$ cat src/rtl/riscv_mc_ctrl.sv
// riscv_mc_ctrl: multi-cycle RV32I control FSM with memory wait timeout, traps and retired-instruction counter
module riscv_mc_ctrl #(
  parameter int WAIT_MAX = 15,
  parameter int CNT_W    = 32
) (
  input  logic             clk,
  input  logic             reset,
  input  logic [6:0]       opcode,
  input  logic [2:0]       func3,
  input  logic [6:0]       func7,
  input  logic             br_taken,
  input  logic             imem_ready,
  input  logic             dmem_ready,
  output logic             imem_req,
  output logic             dmem_req,
  output logic             dmem_we,
  output logic             ir_we,
  output logic             pc_we,
  output logic             rfwrite,
  output logic [3:0]       ALUop,
  output logic             Use_Imm,
  output logic [2:0]       Op_Extend,
  output logic [1:0]       wb_sel,
  output logic [1:0]       sel_PC,
  output logic [2:0]       br_type,
  output logic [2:0]       state,
  output logic             illegal,
  output logic             bus_error,
  output logic             halt,
  output logic [CNT_W-1:0] instret
);
  typedef enum logic [2:0] {
    FETCH = 3'd0, DECODE = 3'd1, EXECUTE = 3'd2, MEM = 3'd3, WB = 3'd4, TRAP = 3'd5, HALT = 3'd6
  } state_t;
  localparam int WW = $clog2(WAIT_MAX + 2);
  state_t cur, nxt;
  logic [WW-1:0] wcnt;
  logic [3:0] f3op;
  logic set_ill, set_bus, timeout, legal, r_ok;
  logic is_r, is_i, is_ld, is_st, is_br, is_jal, is_jalr, is_lui, is_auipc, is_sys;
  assign is_r     = opcode == 7'b0110011;
  assign is_i     = opcode == 7'b0010011;
  assign is_ld    = opcode == 7'b0000011;
  assign is_st    = opcode == 7'b0100011;
  assign is_br    = opcode == 7'b1100011;
  assign is_jal   = opcode == 7'b1101111;
  assign is_jalr  = opcode == 7'b1100111;
  assign is_lui   = opcode == 7'b0110111;
  assign is_auipc = opcode == 7'b0010111;
  assign is_sys   = opcode == 7'b1110011;
  assign r_ok     = func7 == 7'b0000000 || (func7 == 7'b0100000 && (func3 == 3'b000 || func3 == 3'b101));
  assign legal    = (is_r && r_ok) || is_i || is_ld || is_st || is_br || is_jal || is_jalr || is_lui || is_auipc;
  assign timeout  = wcnt == WW'(WAIT_MAX);
  assign state    = cur;
  assign halt     = cur == HALT;
  // ALU operation for R/I-ALU from func3; func7[5] selects SUB (R only) and SRA (both)
  always_comb begin
    f3op = 4'd0;
    case (func3)
      3'd0: f3op = (is_r && func7[5]) ? 4'd1 : 4'd0;
      3'd1: f3op = 4'd2;
      3'd2: f3op = 4'd3;
      3'd3: f3op = 4'd4;
      3'd4: f3op = 4'd5;
      3'd5: f3op = func7[5] ? 4'd7 : 4'd6;
      3'd6: f3op = 4'd8;
      default: f3op = 4'd9;
    endcase
  end
  // datapath steering decoded from the registered instruction
  always_comb begin
    ALUop     = (is_r || is_i) ? f3op : is_lui ? 4'd10 : is_br ? 4'd1 : 4'd0;
    Use_Imm   = legal && !is_r && !is_br;
    Op_Extend = is_st ? 3'd1 : is_br ? 3'd2 : (is_lui || is_auipc) ? 3'd3 : is_jal ? 3'd4 : 3'd0;
    wb_sel    = is_ld ? 2'd1 : (is_jal || is_jalr) ? 2'd2 : 2'd0;
    sel_PC    = is_jal ? 2'd1 : is_jalr ? 2'd2 : (is_br && br_taken) ? 2'd1 : 2'd0;
    br_type   = is_br ? func3 : 3'b011;
  end
  // next state and per-state enables; FETCH enables are masked while reset is held
  always_comb begin
    nxt = cur;
    imem_req = 1'b0;
    dmem_req = 1'b0;
    dmem_we = 1'b0;
    ir_we = 1'b0;
    pc_we = 1'b0;
    rfwrite = 1'b0;
    set_ill = 1'b0;
    set_bus = 1'b0;
    case (cur)
      FETCH: begin
        imem_req = !reset;
        ir_we = imem_ready && !reset;
        nxt = imem_ready ? DECODE : timeout ? TRAP : FETCH;
        set_bus = !imem_ready && timeout;
      end
      DECODE: begin
        nxt = legal ? EXECUTE : is_sys ? HALT : TRAP;
        set_ill = !legal && !is_sys;
      end
      EXECUTE: nxt = (is_ld || is_st) ? MEM : WB;
      MEM: begin
        dmem_req = 1'b1;
        dmem_we = is_st;
        pc_we = dmem_ready && is_st;
        nxt = dmem_ready ? (is_ld ? WB : FETCH) : timeout ? TRAP : MEM;
        set_bus = !dmem_ready && timeout;
      end
      WB: begin
        rfwrite = !is_br;
        pc_we = 1'b1;
        nxt = FETCH;
      end
      default: nxt = cur;
    endcase
  end
  // state, wait counter (cleared on every state change), sticky trap flags and retire counter
  always_ff @(posedge clk or posedge reset) begin
    if (reset) begin
      cur <= FETCH;
      wcnt <= '0;
      illegal <= 1'b0;
      bus_error <= 1'b0;
      instret <= '0;
    end else begin
      cur <= nxt;
      wcnt <= (nxt != cur) ? '0 : wcnt + WW'(cur == FETCH || cur == MEM);
      illegal <= illegal | set_ill;
      bus_error <= bus_error | set_bus;
      instret <= instret + CNT_W'(pc_we);
    end
  end
endmodule

$ cat config.mk
export PLATFORM = sky130hd
export DESIGN_NAME = riscv_mc_ctrl
export DESIGN_NICKNAME = d
export VERILOG_FILES = /design/src/rtl/riscv_mc_ctrl.sv
export SDC_FILE = /design/constraint.sdc
export NUM_CORES = 1
export LEC_CHECK = 0
export CORE_ASPECT_RATIO = 1.1
export CORE_MARGIN = 2
export CORE_UTILIZATION = 30
export DETAILED_ROUTE_END_ITERATION = 7
export PLACE_DENSITY = 0.59
export SETUP_SLACK_MARGIN = 0.02
export SLEW_MARGIN = 20
export SYNTH_ARGS = -nofsm -noshare
export SYNTH_HDL_FRONTEND = slang
export SYNTH_SLANG_ARGS = --single-unit
export TNS_END_PERCENT = 50
$ cat constraint.sdc
create_clock -name clk -period 3.2 [get_ports clk]
set_input_delay 0.48 -clock clk [delete_from_list [all_inputs] [get_ports clk]]
set_output_delay 0.48 -clock clk [all_outputs]
set_load 0.01 [all_outputs]
After elaboration in Yosys (flattened, before gate mapping)
Cells that the tools add are included.
{"block": "totals", "elab_cells": 103, "inputBits": 22, "out_inout_bits": 59, "reg_bits": 42}
{"block": "classes", "addsub": 2, "n_mux": 34, "bitwise_logic": 2, "n_eq_ne": 24, "n_reduce_logical": 36}
{"cell": "$mux 3", "count": 12}
{"cell": "$add 32x1->32", "count": 1}
{"cell": "$eq 7x6->1 const B", "count": 4}
{"cell": "$eq 7x7->1 const B", "count": 4}
{"cell": "$pmux 4 s7", "count": 1}
{"cell": "$eq 3x3->1 const B", "count": 5}
{"cell": "$logic_or 1x1->1", "count": 15}
{"cell": "$pmux 3 s5", "count": 1}
{"cell": "$eq 7x5->1 const B", "count": 2}
{"cell": "$eq 3x2->1 const B", "count": 4}
{"cell": "$logic_and 1x1->1", "count": 11}
{"cell": "$mux 1", "count": 10}
{"cell": "$mux 2", "count": 5}
{"cell": "$mux 4", "count": 2}
{"cell": "$eq 7x2->1 const B", "count": 1}
{"cell": "$logic_not 1->1", "count": 7}
{"cell": "$logic_not 7->1", "count": 1}
{"cell": "$eq 3x1->1 const B", "count": 2}
{"cell": "$logic_not 3->1", "count": 2}
{"cell": "$add 5x1->5", "count": 1}
{"cell": "$eq 5x4->1 const B", "count": 1}
{"cell": "$mux 5", "count": 1}
{"cell": "$pmux 1 s2", "count": 2}
{"cell": "$ne 3x3->1", "count": 1}
{"cell": "$or 1x1->1", "count": 2}

Longest topological paths before layout
Gate-level depths: netlist of run 1.
{"block": "depth", "ltp_word": 17, "depth_mapped": 12, "ltp_nobuf": 12}

Least setup slack after synthesis of run 1
Ideal clock, no wire load.
{"block": "synth_timing", "kind": "input-to-reg", "startpoint": "input opcode[3]", "endpoint": "register instret[16]", "path_buffers": 1, "cell_stages": 12, "t_arrival_ns": 2.752, "setup_ns": 0.126, "required_time_ns": 3.074, "setup_slack_ns": 0.322, "cell_sequence": "buf_2 -> nor2_1 -> nand4_2 -> nor2_1 -> a22o_1 -> ha_1 -> ha_1 -> inv_1 -> nor4_4 -> and2_1 -> nand4_1 -> xnor2_1"}
{"block": "synth_via", "elab_chain_cells": 4}
{"element": "start: declaration", "line_no": "8", "rtl": "input logic [6:0] opcode,"}
{"element": "$eq 7x6->1", "line_no": "44", "rtl": "assign is_st = opcode == 7'b0100011;"}
{"element": "$logic_and 1x1->1", "line_no": "105", "rtl": "pc_we = dmem_ready && is_st;"}
{"element": "$pmux 1 s2", "line_no": "90", "rtl": "case (cur)"}
{"element": "via pc_we", "line_no": "18", "rtl": "output logic pc_we,"}
{"element": "$add 32x1->32", "line_no": "130", "rtl": "instret <= instret + CNT_W'(pc_we);"}
{"element": "end signal: assignment", "line_no": "130"}
{"element": "end: declaration", "line_no": "30", "rtl": "output logic [CNT_W-1:0] instret"}
The timed path passes the listed nets, and every way through them passes these cells.

Worst setup path in the final report of run 1
{"block": "layout_timing", "startpoint": "input opcode[4]", "endpoint": "output ALUop[0]"}
{"block": "layout_via", "elab_chain_cells": 5, "elab_cells_between_ends": 11, "classes_between": "eq/ne (4); mux (5); reduce/logical (2)"}
{"element": "$eq 7x6->1", "line_no": "41", "rtl": "assign is_r = opcode == 7'b0110011;"}
{"element": "$logic_and 1x1->1", "line_no": "60", "rtl": "3'd0: f3op = (is_r && func7[5]) ? 4'd1 : 4'd0;"}
{"element": "$mux 1", "line_no": "60"}
{"element": "$pmux 4 s7", "line_no": "59", "rtl": "case (func3)"}
{"element": "$mux 4 *", "line_no": "72", "rtl": "ALUop = (is_r || is_i) ? f3op : is_lui ? 4'd10 : is_br ? 4'd1 : 4'd0;"}
{"element": "end: declaration", "line_no": "20", "rtl": "output logic [3:0] ALUop,"}
Mark *: on every way between the ends. The rest lies on a longest branch, timed or not.

==> flow_summary_export.csv, run 1 <==
group,metric,value,unit
run_status,outcome,"complete, no violations",
synthesis,syn-cell-area,2420,µm²
cells_and_area,layout_common_cells,"clkdlybuf4s50_1, dfrtp_1, nor2_1",
cells_and_area,fillers,769,
routing,wl_met3,398,µm
worst_setup_path,path_class,"in2out",
routing,wl_met1,2.52,mm
cells_and_area,antenna_cells,0,
sta,relSlewSlack,64.6,%
sta,post-route-min-period,2.88,ns
worst_setup_path,arrival,2.40,ns
sta,hold_viol,0,
power,peakVddDrop,0.210,mV
cells_and_area,final_common_cell,"clkdlybuf4s50_1",
floorplanning,num_rows,34,
routing,dr_total_vias,2168,
floorplanning,fp.dieW,89.6,µm
worst_setup_path,cp_num_buf_inv,3,
synthesis,synthFlopType,"dfrtp_1",
sta,drv_slew,0,
routing,routedWlPerCell,12.6,µm
synthesis,synthDistinctLibCells,54,
cts,cts.sinks,42,
cells_and_area,regArea,1050,µm²
cts,root_buffer,"clkbuf_8",
floorplanning,die_h,98.1,µm
synthesis,async_flop_share,100,%
routing,route.met2.wl,2.69,mm
sta,final.setup.tns,0,ns
cts,cts_buffers,5,
worst_setup_path,max_stage_delay,0.59,ns
synthesis,ys_seq_elements,42,
grt,grt_pass1_vias,2094,
sta,skew,0.00552,ns
cts,clk_pin_slew,0.08,ns
grt,track_usage,13.9,%
run,drv_cap,0,
place,io_buffers,80,
place,globalplace.congestion,0.795,
routing,top_layer_used,"met4",
routing,drc,0,
synthesis,avgSynthCellArea,9.41,µm²
floorplanning,core_area,7870,µm²
sta,setup_viol,0,
synthesis,synthesis.nets,283,
worst_setup_path,cp_top_family,"buffers and inverters",
sta,fmax,347,MHz
power,pwr_density_cell,315,nW/µm²
sta,worst_slew_pin_slew,0.531,ns
cts,htree_num_levels,2,
sta,post-route-period-util,89.9,%
routing,avgViaCountPerCell,4.78,
worst_setup_path,cp-end-kind,"output port",
floorplanning,dieArea,8790,µm²
floorplanning,num_io_pins,81,
routing,wl,5.70,mm
worst_setup_path,start_kind,"input port",
cts,insertion_delay,0.29,ns
grt,grt_max_degree,43,
worst_setup_path,crit_path_frequent_cell,"clkdlybuf4s50_1",
power,p_leak,1.47,nW
synthesis,synth_edf_count,0,
cts,cts_resized,0,
sta,rsz0062_at_grt,"false",
worst_hold_path,min_path_type,"reg2reg",
floorplanning,initial_utilization,30.7,%
cells_and_area,multi_input_area,1280,µm²
cts,cts_hold_buffers,0,
synthesis,ys_warn_count,0,
cells_and_area,fin_nets,372,
sta,whs,0.470,ns
worst_setup_path,crit_fanout,9,
cts,cts_tree,"done",
grt,antenna_found_initial,0,
cells_and_area,final_layout_size_suffix_gt1_share,11.0,%
place,dp_hpwl,4.39,mm
grt,grt_pass1_wl,9.88,mm
synthesis,yosysSeqAreaShare,43.5,%
cts,post-cts-setup-buffers,0,
worst_setup_path,crit_required,2.72,ns
worst_setup_path,slowest_stage,"clkdlybuf4s50_1",
cells_and_area,syn_to_final_growth,45.0,%
routing,drt_iter0_drc,62,
routing,dr.pass1.iters,4,
routing,ant_nets,0,
worst_setup_path,crit_chain,"clkdlybuf4s50_1 > buf_4 > nand4_1 > nor2_1 > o21ai_0 > o31ai_1 > clkdlybuf4s50_1",
synthesis,postSynthCellCount,257,
cts,cts_buffer_depth,2,
grt,grt_overflow,0,
synth_stat cells, drive strengths merged, types with 2 or more instances:
library cell | instances | area share, %
clkbuf | 3 | 0.47
nor2b | 3 | 0.78
inv | 10 | 1.6
and3 | 5 | 1.3
xor2 | 10 | 3.6
and2 | 5 | 1.3
nand4b | 2 | 0.72
nor4 | 5 | 2.2
or2 | 4 | 1.0
nor2 | 35 | 5.5
nand2b | 2 | 0.52
o31a | 2 | 0.78
nand2 | 21 | 3.5
mux2i | 2 | 0.83
ha | 4 | 2.1
dfrtp | 42 | 43
nand3 | 15 | 3.1
xnor2 | 23 | 8.3
a21oi | 5 | 1.0
nor3 | 12 | 2.9
nand4 | 13 | 3.9
o22ai | 2 | 0.52
o21ai | 4 | 0.83
buf | 7 | 1.7
nor4bb | 2 | 0.83
layout make-up:
| class | instances | share of cell area [%] |
|---|---|---|
| Clock inverter | 1 | 0.857 |
| Timing Repair Buffer | 92 | 25.4 |
| Sequential cell | 42 | 30.0 |
| Inverter | 10 | 1.07 |
| Multi-Input combinational cell | 195 | 36.5 |
| Tap cell | 108 | 3.86 |
| Clock buffer | 6 | 2.36 |
metal layers:
metal,up-vias,track usage [%]
li1,1078,-
met1,1016,18.5
met2,66,22.1
met3,8,3.55
met4,0,3.67
met5,-,0
registers in the layout, summed over array words and instances (netlist names):
name,flops
instret,32
bus_error,1
illegal,1
wcnt,5
state,3
metrics by stage:
stage	cell area [µm²]	std cells	total power, W	setup WS (ns)	util [%]
finish	3500	454	0.00110	0.322	44.5
global route	3500	454	0.00115	0.197	44.5
CTS	3500	454	0.00112	0.315	44.5
detailed placement	3390	447	0.000696	0.142	43.1
global placement	3390	447	0.000695	0.199	43.1
floorplan	2420	257	0.000623	0.322	-
worst paths after layout:
check	slack, ns	from	end	depth (start not counted)
worst max-delay path	0.32	opcode[4]	ALUop[0]	7
worst min-delay path	0.47	instret[31]$_DFF_PP0_	instret[31]$_DFF_PP0_	1
worst max register to register	0.54	state[2]$_DFF_PP0_	instret[16]$_DFF_PP0_	12
worst min register to register	0.47	instret[31]$_DFF_PP0_	instret[31]$_DFF_PP0_	1
max in group asynchronous	2.17	reset	instret[19]$_DFF_PP0_	3
min in group asynchronous	0.66	reset	illegal$_DFF_PP0_	3
power by group:
group          internal, W  switching [W]  leakage [nW]
clock             0.000250       0.000171        0.0573
combinational    0.0000679      0.0000620         0.858
sequential        0.000544     0.00000983         0.557
cell families (layout without fill, tap and decap cells):
family | Yosys count | count (layout) | synth area share, %
adders and majority gates | 4 | 4 | 2.07
DFF | 42 | 42 | 43.5
muxes | 2 | 2 | 0.828
xor gates and xnor gates | 33 | 33 | 12.0
buffers and inverters | 20 | 109 | 3.67
AOI/OAI and AO/OA | 24 | 24 | 7.30
and+or+nand+nor | 132 | 132 | 30.7
No activity file was read; power rests on OpenSTA's default activity.
==> inputs of run 2 (changes only) <==
Settings changed: CTS_BUF_LIST set to sky130_fd_sc_hd__clkbuf_4, CTS_CLUSTER_SIZE set to 25.
==> flow_summary_export.csv, run 2 (same netlist as run 1, synthesis figures left out) <==
group,metric,value,unit
grt,grt_pass1_vias,2139,
cts,root_buffer,"clkbuf_4",
routing,avgViaCountPerCell,4.76,
sta,post-route-period-util,89.9,%
routing,dr_total_vias,2159,
cells_and_area,syn_to_final_growth,43.3,%
cts,cts_buffers,5,
floorplanning,num_io_pins,81,
power,peakVddDrop,0.122,mV
routing,ant_nets,0,
routing,wl,5.72,mm
floorplanning,num_rows,34,
worst_setup_path,r2r-start,"state[2]$_DFF_PP0_",
worst_setup_path,path_class,"in2out",
routing,dr.pass1.iters,4,
routing,drc,0,
cts,cts_hold_buffers,0,
sta,drv_slew,0,
floorplanning,fp.dieW,89.6,µm
cells_and_area,final_layout_size_suffix_gt1_share,10.7,%
cts,cts_tree,"done",
sta,skew,0.0135,ns
worst_setup_path,crit_required,2.72,ns
routing,routedWlPerCell,12.6,µm
power,power,0.00100,W
worst_hold_path,hold_end,"instret[31]$_DFF_PP0_",
routing,drt_iter0_drc,67,
run_status,outcome,"complete, no violations",
cells_and_area,final_common_cell,"clkdlybuf4s50_1",
sta,relSlewSlack,64.8,%
worst_setup_path,reg2reg_depth,12,
cts,cts_resized,0,
place,dp_hpwl,4.39,mm
cts,insertion_delay,0.34,ns
worst_setup_path,cp-end-kind,"output port",
cells_and_area,regMostFlops,"instret",
worst_setup_path,reg2reg_slack,0.54,ns
worst_setup_path,arrival,2.40,ns
sta,fmax,347,MHz
grt,grt_max_degree,43,
sta,whs,0.477,ns
worst_setup_path,start_kind,"input port",
sta,hold_viol,0,
worst_hold_path,min_path_type,"reg2reg",
sta,rsz0062_at_grt,"false",
power,p_leak,1.45,nW
place,globalplace.congestion,0.795,
sta,setup_viol,0,
floorplanning,core_area,7870,µm²
run,drv_cap,0,
grt,antenna_found_initial,0,
cells_and_area,antenna_cells,0,
sta,worst_slew_pin_slew,0.527,ns
floorplanning,initial_utilization,30.7,%
sta,post-route-min-period,2.88,ns
cells_and_area,largest_reg_flops,32,
place,io_buffers,80,
worst_hold_path,min_from,"instret[31]$_DFF_PP0_",
grt,grt_pass1_wl,10.0,mm
cts,cts_buffer_depth,2,
cts,cts.sinks,42,
cts,clk_pin_slew,0.12,ns
worst_hold_path,whs_path_depth,1,
worst_setup_path,crit_fanout,9,
cts,post-cts-setup-buffers,0,
sta,final.setup.tns,0,ns
cts,htree_num_levels,2,
floorplanning,dieArea,8790,µm²
worst_setup_path,r2r-end,"instret[16]$_DFF_PP0_",
grt,track_usage,14.0,%
power,pwr_density_cell,289,nW/µm²
cells_and_area,layout_common_cells,"clkdlybuf4s50_1, dfrtp_1, nor2_1",
floorplanning,die_h,98.1,µm
grt,grt_overflow,0,
cells_and_area,fin_nets,372,
## run 2: cell type report
cell class	instances	area, µm²
clock buffers	5	37.5
flip-flops and latches	42	1050
inverters	10	37.5
multi-input cells	195	1280
clock inverters	2	33.8
repair buffers	92	891
fillers	775	4410
well taps	108	135
## run 2: power by group
group	internal, W	total, W	leakage (nW)	switching [W]
clock network	0.000158	0.000317	0.0387	0.000159
registers	0.000544	0.000554	0.557	0.00000997
logic	0.0000679	0.000130	0.858	0.0000620
## run 2: critical path, stage by stage
cell and delay, ns:
clkdlybuf4s50_1 0.49, buf_4 0.16, nand4_1 0.20, nor2_1 0.13
o21ai_0 0.09, o31ai_1 0.25, clkdlybuf4s50_1 0.59
## run 2: worst max-delay path by stage
stage	start	to	slack [ns]	cells past startpoint
4_1_cts	opcode[4]	ALUop[0]	0.31	7
6_report	opcode[4]	ALUop[0]	0.32	7
2_1_floorplan	opcode[3]	instret[16]$_DFF_PP0_	0.32	12
5_1_grt	opcode[4]	ALUop[0]	0.20	7
3_5_place_dp	opcode[3]	instret[16]$_DFF_PP0_	0.14	12
3_3_place_gp	opcode[3]	instret[16]$_DFF_PP0_	0.20	12
## run 2: per-layer routing
metal	up-vias	global-route usage, %	part of all wire [%]
li1	1079	-	-
met1	1012	18.3	44
met2	64	22.6	49
met3	4	3.80	6.3
met4	0	4.02	1.0
met5	-	0	0
## run 2: per-stage QoR
stage	area, µm²	utilization (%)	worst slack, ns	std cells
5_1_grt	3460	44.0	0.197	454
6_report	3460	44.0	0.322	454
2_1_floorplan	2420	-	0.322	257
3_3_place_gp	3390	43.1	0.199	447
4_1_cts	3460	44.0	0.315	454
3_5_place_dp	3390	43.1	0.142	447
==> inputs of run 3 (changes only) <==
Settings changed: CORE_MARGIN 2 to not set, GPL_ROUTABILITY_DRIVEN set to 0.
==> flow_summary_export.csv, run 3 (same netlist as run 1, synthesis figures left out) <==
group,metric,value,unit
power,pwr_density_cell,318,nW/µm²
cts,insertion_delay,0.35,ns
grt,grt_pass1_wl,10.0,mm
worst_setup_path,crit_required,2.72,ns
cells_and_area,syn_to_final_growth,44.3,%
cells_and_area,final_layout_size_suffix_gt1_share,11.0,%
cells_and_area,antenna_cells,0,
cts,cts_buffers,5,
sta,post-route-min-period,2.89,ns
run_status,outcome,"complete, no violations",
cts,htree_num_levels,2,
cts,cts.sinks,42,
worst_setup_path,critPathLaunch,"opcode[0]",
cells_and_area,final_common_cell,"clkdlybuf4s50_1",
grt,use_met2,27.7,%
sta,fmax,346,MHz
cts,cts_buffer_depth,2,
sta,hold_viol,0,
cts,clk_pin_slew,0.13,ns
worst_setup_path,cp_num_buf_inv,2,
power,combPwrFrac,11.7,%
cells_and_area,fin_nets,371,
routing,dr.pass1.iters,4,
grt,grt_pass1_vias,2196,
worst_setup_path,crit_fanout,9,
power,netSwitchingPower,0.000254,W
cells_and_area,fillers,744,
worst_setup_path,cp_top_family,"buffers and inverters",
worst_setup_path,reg2reg_depth,12,
worst_hold_path,min_path_type,"in2async",
run,drv_cap,0,
floorplanning,dieArea,8420,µm²
cells_and_area,final_core_util,45.7,%
place,io_buffers,80,
place,dp_hpwl,4.54,mm
cells_and_area,largest_reg_flops,32,
grt,track_usage,14.9,%
routing,wl,5.94,mm
worst_setup_path,path_class,"in2out",
sta,rsz0062_at_grt,"false",
grt,grt.busiest_layer,"met2",
power,p_leak,1.47,nW
routing,ant_nets,0,
worst_setup_path,crit_chain,"clkdlybuf4s50_1 > nand2_2 > nor2_1 > nand4_1 > or2_2 > clkdlybuf4s50_1",
floorplanning,die_h,96.1,µm
routing,drc,0,
cts,cts_resized,0,
sta,relSlewSlack,63.3,%
cts,cts_tree,"done",
power,peakVddDrop,0.230,mV
floorplanning,core_area,7640,µm²
floorplanning,initial_utilization,31.6,%
grt,grt_max_degree,42,
power,swShare,22.9,%
place,placed_area,3380,µm²
routing,routedWlPerCell,13.2,µm
cells_and_area,regMostFlops,"instret",
floorplanning,fp.dieW,87.6,µm
routing,dr_total_vias,2180,
floorplanning,num_rows,33,
sta,setup_viol,0,
sta,drv_slew,0,
worst_setup_path,max_stage_delay,0.54,ns
floorplanning,num_io_pins,81,
power,seqPwrFrac,49.9,%
worst_setup_path,r2r-start,"state[2]$_DFF_PP0_",
power,pwr-share-clk,38.3,%
worst_setup_path,crit_path_frequent_cell,"clkdlybuf4s50_1",
routing,avgViaCountPerCell,4.83,
sta,final.setup.tns,0,ns
cells_and_area,fin_area,3490,µm²
grt,antenna_found_initial,0,
grt,grtUsageMet1,17.9,%
worst_setup_path,slowest_stage,"clkdlybuf4s50_1",
sta,worst_slew_pin_slew,0.545,ns
cts,post-cts-setup-buffers,0,
grt,grt_overflow,0,
worst_setup_path,cp_num_cells,6,
worst_setup_path,start_kind,"input port",
routing,drt_iter0_drc,30,
sta,post-route-period-util,90.2,%
worst_setup_path,arrival,2.41,ns
worst_setup_path,cp-end-kind,"output port",
cts,cts_hold_buffers,0,
sta,skew,0.0127,ns
cells_and_area,layout_common_cells,"clkdlybuf4s50_1, dfrtp_1, nor2_1",
grt,use_met3,3.09,%
power,intPower,0.000856,W
cts,root_buffer,"clkbuf_4",
-- run 3: cell count changes in the layout (fill, tap and decap cells not counted) --
cell	previous run	this run
clkinv_1	1	0
buf_4	12	11
clkinv_4	0	1
bufinv_16	1	2
-- run 3: through the flow --
step | total power (W) | instances | hold slack, ns | setup slack [ns]
floorplan | 0.000623 | 257 | 0.496 | 0.322
global placement | 0.000695 | 443 | 0.460 | 0.182
detailed placement | 0.000697 | 443 | 0.463 | 0.123
CTS | 0.00113 | 451 | 0.285 | 0.292
global route | 0.00116 | 451 | 0.278 | 0.196
finish | 0.00111 | 451 | 0.292 | 0.312
-- run 3: final cells by class --
cell class	count	area (µm²)	share of cell area [%]
clock buffer	5	37.5	1.08
clock inverter	3	68.8	1.97
inverter	10	37.5	1.08
multi-input combinational	195	1280	36.6
sequential	42	1050	30.1
tap	105	131	3.77
timing repair buffer	91	883	25.3
-- run 3: path summary, 6_finish.rpt --
check | to | slack (ns)
setup reg to reg | instret[16]$_DFF_PP0_ | 0.58
hold / removal | bus_error$_DFF_PP0_ | 0.29
hold reg to reg | instret[31]$_DFF_PP0_ | 0.48
min in group clk | instret[31]$_DFF_PP0_ | 0.48
setup / recovery | br_type[1] | 0.31
max in group asynchronous | instret[2]$_DFF_PP0_ | 2.23
-- run 3: metal layers --
layer / vias to the layer above / share of wire [%] / routed length [µm]
li1: 1070 / - / -
met1: 1044 / 44 / 2600
met2: 63 / 51 / 3050
met3: 3 / 4.5 / 269
met4: 0 / 0.54 / 32
met5: - / 0 / 0
-- run 3: power groups by stage --
| stage | registers, W | clock network (W) | logic [W] |
|---|---|---|---|
| 2_1_floorplan | 0.000566 | 0 | 0.0000572 |
| 3_3_place_gp | 0.000564 | 0 | 0.000131 |
| 3_5_place_dp | 0.000564 | 0 | 0.000132 |
| 4_1_cts | 0.000554 | 0.000439 | 0.000133 |
| 5_1_grt | 0.000557 | 0.000461 | 0.000146 |
| 6_report | 0.000554 | 0.000425 | 0.000130 |
